==> src/rtl/object_line_scanner.sv <==
// Per-scanline object scanner: gathers objects crossing the next line during h-blank
// and reports per-pixel hits. Optional overflow statistics via OBJSCAN_OVERFLOW_STAT_EN.
module object_line_scanner #(
  parameter int MAX_BULLETS = 8,
  parameter int MAX_SLOTS   = 4,
  parameter int TANK_SIZE   = 32,
  parameter int BULLET_SIZE = 8,
  parameter int H_ACTIVE    = 640,
  parameter int H_TOTAL     = 800,
  parameter int V_ACTIVE    = 480
) (
  input  logic        clk,
  input  logic        reset,
  input  logic        video_on,
  input  logic [9:0]  pixel_x,
  input  logic [9:0]  pixel_y,
  input  logic [2:0]  tank_addr,
  input  logic [2:0]  oppo_addr,
  input  logic [31:0] tank_data,
  input  logic [31:0] oppo_data,
  input  logic [2:0]  bullet_addr [2*MAX_BULLETS],
  input  logic [31:0] bullet_data [2*MAX_BULLETS],
  output logic        obj_hit,
  output logic [4:0]  obj_id,
  output logic [2:0]  sprite_addr,
  output logic [1:0]  sprite_dir,
  output logic [4:0]  sprite_row,
  output logic [4:0]  sprite_col,
  output logic        line_overflow
`ifdef OBJSCAN_OVERFLOW_STAT_EN
  ,
  output logic [7:0]  overflow_count
`endif
);

  localparam int NUM_OBJ = 2 + 2*MAX_BULLETS;
  localparam int CW      = $clog2(MAX_SLOTS + 1);

  typedef enum logic [1:0] {IDLE, SCAN, DONE} state_t;

  typedef struct packed {
    logic [9:0] x;
    logic [4:0] row;
    logic [2:0] addr;
    logic [1:0] dir;
    logic [4:0] id;
  } slot_t;

  state_t        state;
  logic [9:0]    ny;
  logic [4:0]    idx;
  slot_t         back_slot  [MAX_SLOTS];
  slot_t         front_slot [MAX_SLOTS];
  logic [CW-1:0] back_cnt;
  logic [CW-1:0] front_cnt;
  logic          back_ovf;

  function automatic logic [10:0] obj_size(input logic [4:0] id);
    return (id < 5'd2) ? 11'(TANK_SIZE) : 11'(BULLET_SIZE);
  endfunction

  // Object-state mux for the word under inspection this SCAN cycle
  logic [31:0] cur_word;
  logic [2:0]  cur_addr;
  always_comb begin
    cur_word = '0;
    cur_addr = '0;
    if (idx == 5'd0) begin
      cur_word = tank_data;
      cur_addr = tank_addr;
    end else if (idx == 5'd1) begin
      cur_word = oppo_data;
      cur_addr = oppo_addr;
    end else begin
      for (int unsigned b = 0; b < 2*MAX_BULLETS; b++) begin
        if (idx == 5'(b + 2)) begin
          cur_word = bullet_data[b];
          cur_addr = bullet_addr[b];
        end
      end
    end
  end

  logic        unused_word_bits;
  logic [10:0] obj_y;
  logic [10:0] ny_ext;
  logic        keep;
  slot_t       new_slot;
  assign unused_word_bits = ^cur_word[8:0];
  assign obj_y    = {1'b0, cur_word[18:9]};
  assign ny_ext   = {1'b0, ny};
  assign keep     = cur_word[31] && (obj_y <= ny_ext) && (ny_ext < obj_y + obj_size(idx));
  assign new_slot = '{x: cur_word[28:19], row: 5'(ny - cur_word[18:9]),
                      addr: cur_addr, dir: cur_word[30:29], id: idx};

  always_ff @(posedge clk or negedge reset) begin
    if (!reset) begin
      state         <= IDLE;
      ny            <= '0;
      idx           <= '0;
      back_cnt      <= '0;
      front_cnt     <= '0;
      back_ovf      <= 1'b0;
      line_overflow <= 1'b0;
      for (int unsigned s = 0; s < MAX_SLOTS; s++) begin
        back_slot[s]  <= '0;
        front_slot[s] <= '0;
      end
`ifdef OBJSCAN_OVERFLOW_STAT_EN
      overflow_count <= '0;
`endif
    end else begin
      case (state)
        IDLE: begin
          if (pixel_x == 10'(H_ACTIVE)) begin
            ny       <= (pixel_y == 10'(V_ACTIVE - 1)) ? '0 : pixel_y + 10'd1;
            back_cnt <= '0;
            back_ovf <= 1'b0;
            idx      <= '0;
            state    <= SCAN;
          end
        end
        SCAN: begin
          if (keep) begin
            if (back_cnt < CW'(MAX_SLOTS)) begin
              for (int unsigned s = 0; s < MAX_SLOTS; s++)
                if (back_cnt == CW'(s)) back_slot[s] <= new_slot;
              back_cnt <= back_cnt + 1'b1;
            end else begin
              back_ovf <= 1'b1;
            end
          end
          if (idx == 5'(NUM_OBJ - 1)) state <= DONE;
          else                        idx   <= idx + 5'd1;
        end
        DONE: begin
          if (pixel_x == 10'(H_TOTAL - 1)) begin
            front_slot    <= back_slot;
            front_cnt     <= back_cnt;
            line_overflow <= back_ovf;
`ifdef OBJSCAN_OVERFLOW_STAT_EN
            if (back_ovf && overflow_count != 8'hFF) overflow_count <= overflow_count + 8'd1;
`endif
            state <= IDLE;
          end
        end
        default: state <= IDLE;
      endcase
    end
  end

  // Ascending search with a found flag so the lowest slot (lowest object index) wins
  logic       found;
  slot_t      hit_slot;
  logic [4:0] hit_col;
  always_comb begin
    found    = 1'b0;
    hit_slot = '0;
    hit_col  = '0;
    for (int unsigned s = 0; s < MAX_SLOTS; s++) begin
      if (!found && (CW'(s) < front_cnt) &&
          ({1'b0, front_slot[s].x} <= {1'b0, pixel_x}) &&
          ({1'b0, pixel_x} < {1'b0, front_slot[s].x} + obj_size(front_slot[s].id))) begin
        found    = 1'b1;
        hit_slot = front_slot[s];
        hit_col  = 5'(pixel_x - front_slot[s].x);
      end
    end
  end

  always_ff @(posedge clk or negedge reset) begin
    if (!reset) begin
      obj_hit     <= 1'b0;
      obj_id      <= '0;
      sprite_addr <= '0;
      sprite_dir  <= '0;
      sprite_row  <= '0;
      sprite_col  <= '0;
    end else if (video_on && found) begin
      obj_hit     <= 1'b1;
      obj_id      <= hit_slot.id;
      sprite_addr <= hit_slot.addr;
      sprite_dir  <= hit_slot.dir;
      sprite_row  <= hit_slot.row;
      sprite_col  <= hit_col;
    end else begin
      obj_hit     <= 1'b0;
      obj_id      <= '0;
      sprite_addr <= '0;
      sprite_dir  <= '0;
      sprite_row  <= '0;
      sprite_col  <= '0;
    end
  end

endmodule

==> config.mk <==
export PLATFORM = sky130hd
export DESIGN_NAME = object_line_scanner
export DESIGN_NICKNAME = d
export VERILOG_FILES = /design/src/rtl/object_line_scanner.sv
export SDC_FILE = /design/constraint.sdc
export NUM_CORES = 1
export LEC_CHECK = 0
export BUFFER_PORTS_ARGS = -buffer_cell sky130_fd_sc_hd__buf_2
export CAP_MARGIN = 20
export CORE_AREA = 5 5 260 262
export DETAILED_ROUTE_END_ITERATION = 16
export DIE_AREA = 0 0 265 267
export PLACE_DENSITY = 0.58
export SLEW_MARGIN = 5
export SYNTH_ARGS = -nofsm -noshare
export SYNTH_HDL_FRONTEND = slang
export SYNTH_SLANG_ARGS = --single-unit
export TNS_END_PERCENT = 5
==> constraint.sdc <==
create_clock -name clk -period 17.5 [get_ports clk]
set_input_delay 3.5 -clock clk [delete_from_list [all_inputs] [get_ports clk]]
set_output_delay 3.5 -clock clk [all_outputs]
set_load 0.05 [all_outputs]
==> flow_summary.json <==
{
  "fill_cells": 6896,
  "htree_levels": 1,
  "area_growth_pct": 24.0,
  "layout.nets": 3210,
  "worst-r2r-cell-count": 26,
  "stdcell_area_um2": 22900,
  "hpwl_um": 84000,
  "die_h_um": 267,
  "postCtsSetupBuffers": 0,
  "total_power_w": 0.00241,
  "synth_async_sr_flop_share_pct": 100,
  "yosys_warnings": 0,
  "powerDensity_nw_per_um2": 106,
  "drive_gt1_share_pct": 33.2,
  "finalCritPeriodShare_pct": 54.2,
  "die_w_um": 265,
  "grt_max_degree": 119,
  "crit_chain": "buf_2 -> a21oi_1 -> nor2_1 -> a221oi_1 -> o22ai_1 -> a22oi_1 -> a21o_1 -> a31oi_1 -> mux2i_1 -> a221oi_1 -> ha_1 -> nand2_1 -> nor3_1 -> o2bb2ai_1 -> a31oi_1 -> nand3_2 -> xor2_1 -> ha_1 -> a211o_1 -> o221ai_1 -> a21oi_1 -> o22ai_4 -> nand3_2 -> mux2_1",
  "io_pins": 675,
  "clk_pin_slew_ns": 0.06,
  "syn-num-nets": 2749,
  "drt-vias-per-instance": 5.71,
  "synth.avg_cell_area_um2": 9.42,
  "synthFlopType": "dfrtp_1",
  "mappedNetlistArea_um2": 18500,
  "yosys.cell_types.count": 84,
  "finalSetupTns_ns": 0,
  "clock_sinks": 246,
  "relSlewSlack_pct": 28.3,
  "cts_tree": "built",
  "yosys-top-cells-area": "dfrtp_1 (33%), ha_1 (8.9%), mux2_2 (8.4%)",
  "fmax_mhz": 105,
  "grt_first_pass_wirelength_um": 142000,
  "final_max_slew_viol_count": 0,
  "grt_usage_pct": 27.6,
  "critical_path.max_stage_delay_ns": 0.85,
  "crit_buf_inv": 1,
  "min_period_ns": 9.48,
  "row_count": 94,
  "vias": 19000,
  "peakVddDrop_mv": 0.0687,
  "crit_fanout": 24,
  "postSynthCellCount": 1960,
  "finalSetupViolations": 0,
  "overflow": 0,
  "status": "finished, final reports clean",
  "hold_path.class": "reg -> reg",
  "drc_errors": 0,
  "grt_pass1_vias": 19100,
  "finalWirelength_um": 103000,
  "rsz0062_at_grt": "no",
  "dieArea_um2": 70800,
  "fin_skew_ns": 0.0211,
  "fp.coreArea_um2": 65200,
  "cp.required_ns": 17.93,
  "initial_core_util_pct": 28.3,
  "port_buffers": 512,
  "place_congestion": 1.06,
  "hold_depth": 2,
  "whs_ns": 0.485,
  "crit_cells": 24,
  "instances_no_fill": 3322,
  "worst_slew_pin_slew_ns": 1.05,
  "post_dp_cell_area_um2": 21900,
  "yosysTopAreaCell": "dfrtp_1",
  "yosysSeqAreaShare_pct": 33.3,
  "ant_nets": 0,
  "antenna_found_initial": 43,
  "hold_buffers": 0,
  "synth_top_cell_area_share_pct": 33.3,
  "hold_viol": 0,
  "wl_per_cell_um": 30.9,
  "root_buffer": "clkbuf_16",
  "end_kind": "register",
  "critical_path.slowest_cell": "nand3_2",
  "path_class": "in -> reg",
  "synth-edff-count": 0,
  "cts_made_buffers": 26,
  "cts_max_path_buffers": 3,
  "first_iter_violations": 1825,
  "dr.pass1.iters": 5,
  "ys_ff_latch": 246,
  "cp-start-kind": "input port",
  "placedCellCount": 3257,
  "arrival_ns": 9.91,
  "cpLargestDelayFamily": "compound AO/OA/AOI/OAI gates",
  "maxCapViolations": 0,
  "clock_latency_ns": 0.56,
  "power.leakage_nw": 11.4,
  "cts_resized": 0
}
==> synthesized netlist by cell type (all sizes together) (8+ instances only) <==
| master | count |
|---|---|
| a2111oi | 10 |
| a211o | 26 |
| a211oi | 16 |
| a21o | 19 |
| a21oi | 121 |
| a221oi | 34 |
| a222oi | 10 |
| a22oi | 35 |
| a31oi | 31 |
| a32o | 19 |
| and3 | 34 |
| and4bb | 9 |
| buf | 48 |
| clkbuf | 83 |
| dfrtp | 246 |
| ha | 131 |
| inv | 94 |
| mux2 | 170 |
| mux2i | 22 |
| nand2 | 128 |
| nand2b | 35 |
| nand3 | 50 |
| nand3b | 17 |
| nand4 | 19 |
| nand4bb | 9 |
| nor2 | 113 |
| nor2b | 22 |
| nor3 | 26 |
| nor4 | 8 |
| o211ai | 20 |
| o21a | 26 |
| o21ai | 115 |
| o221ai | 17 |
| o22ai | 39 |
| xnor2 | 26 |
| xor2 | 21 |
==> tightest hold or removal path: cells and delay by family (launching register included) <==
| family | cells | cell delay (ns) |
|---|---|---|
| AND/OR/NAND/NOR | 1 | 0.05 |
| AO/OA/AOI/OAI | 1 | 0.06 |
| flip-flops | 1 | 0.34 |
==> final timing paths <==
check	start	end	slack (ns)
max in group asynchronous	reset	idx[3]	12.86
worst max register to register	idx[1]	back_slot[16]	8.80
min in group asynchronous	reset	front_slot[19]	3.02
worst max-delay path	bullet_data[428]	back_slot[16]	8.02
worst min-delay path	back_slot[17]	front_slot[17]	0.48
worst min register to register	back_slot[17]	front_slot[17]	0.48
==> power breakdown <==
part | internal [W] | leakage (nW) | switching, W
clock | 0.000354 | 0.452 | 0.000241
sequential | 0.000580 | 3.24 | 0.0000178
combinational | 0.000404 | 7.72 | 0.000818
==> metal layers <==
metal | wire, um | global-route usage, % | up-vias
met2 | 46400 | 44.5 | 1028
met5 | 167 | 0 | -
li1 | - | - | 8300
met3 | 10600 | 8.08 | 189
met1 | 42000 | 36.2 | 9424
met4 | 3600 | 7.82 | 30
==> area by class of cell <==
class                   count  area, um^2  area share (%)
clock buffers              35         734            3.21
inverters                  95         357            1.56
multi-input cells        1488       11400            49.7
diodes                     17        42.5           0.186
clock inverters            13         179           0.782
flip-flops and latches    246        6160            26.9
repair buffers            564        2960            12.9
well taps                 864        1080            4.72
==> flip-flops by register name (all words and copies together) (netlist names), 3 cells and up <==
register and flops:
back_cnt 3, obj_id 5, ny 10, sprite_row 5
back_slot 100, sprite_col 5, idx 5, sprite_addr 3
front_slot 100, front_cnt 3
==> logic make-up after synthesis <==
| kind of cell | Yosys count | share of synthesized area [%] |
|---|---|---|
| compound gates | 603 | 22.5 |
| mux | 192 | 12.2 |
| buf+inv | 226 | 5.26 |
| flops | 246 | 33.3 |
| xor+xnor | 47 | 2.23 |
| simple gates | 510 | 15.0 |
| fa+ha+maj | 136 | 9.42 |
==> placed cells by master (no fill, tap or decap), drive strengths merged, types with 31 or more instances in the layout <==
| cell | Yosys | layout |
|---|---|---|
| o21ai | 115 | 115 |
| a21oi | 121 | 121 |
| nor2 | 113 | 113 |
| o22ai | 39 | 39 |
| ha | 131 | 131 |
| dfrtp | 246 | 246 |
| nand2 | 128 | 128 |
| buf | 48 | 564 |
| clkbuf | 83 | 35 |
| nand3 | 50 | 50 |
| a221oi | 34 | 34 |
| inv | 94 | 94 |
| mux2 | 170 | 170 |
| nand2b | 35 | 35 |
| a22oi | 35 | 35 |
| and3 | 34 | 34 |
| a31oi | 31 | 31 |
==> metrics by stage <==
stage | util [%] | worst slack (ns)
floorplan | - | 9.95
global placement | 33.6 | 7.68
detailed placement | 33.6 | 7.55
CTS | 35.1 | 8.14
global route | 35.1 | 7.82
finish | 35.1 | 8.02
Note: power is estimated with default switching activity, not from simulation.
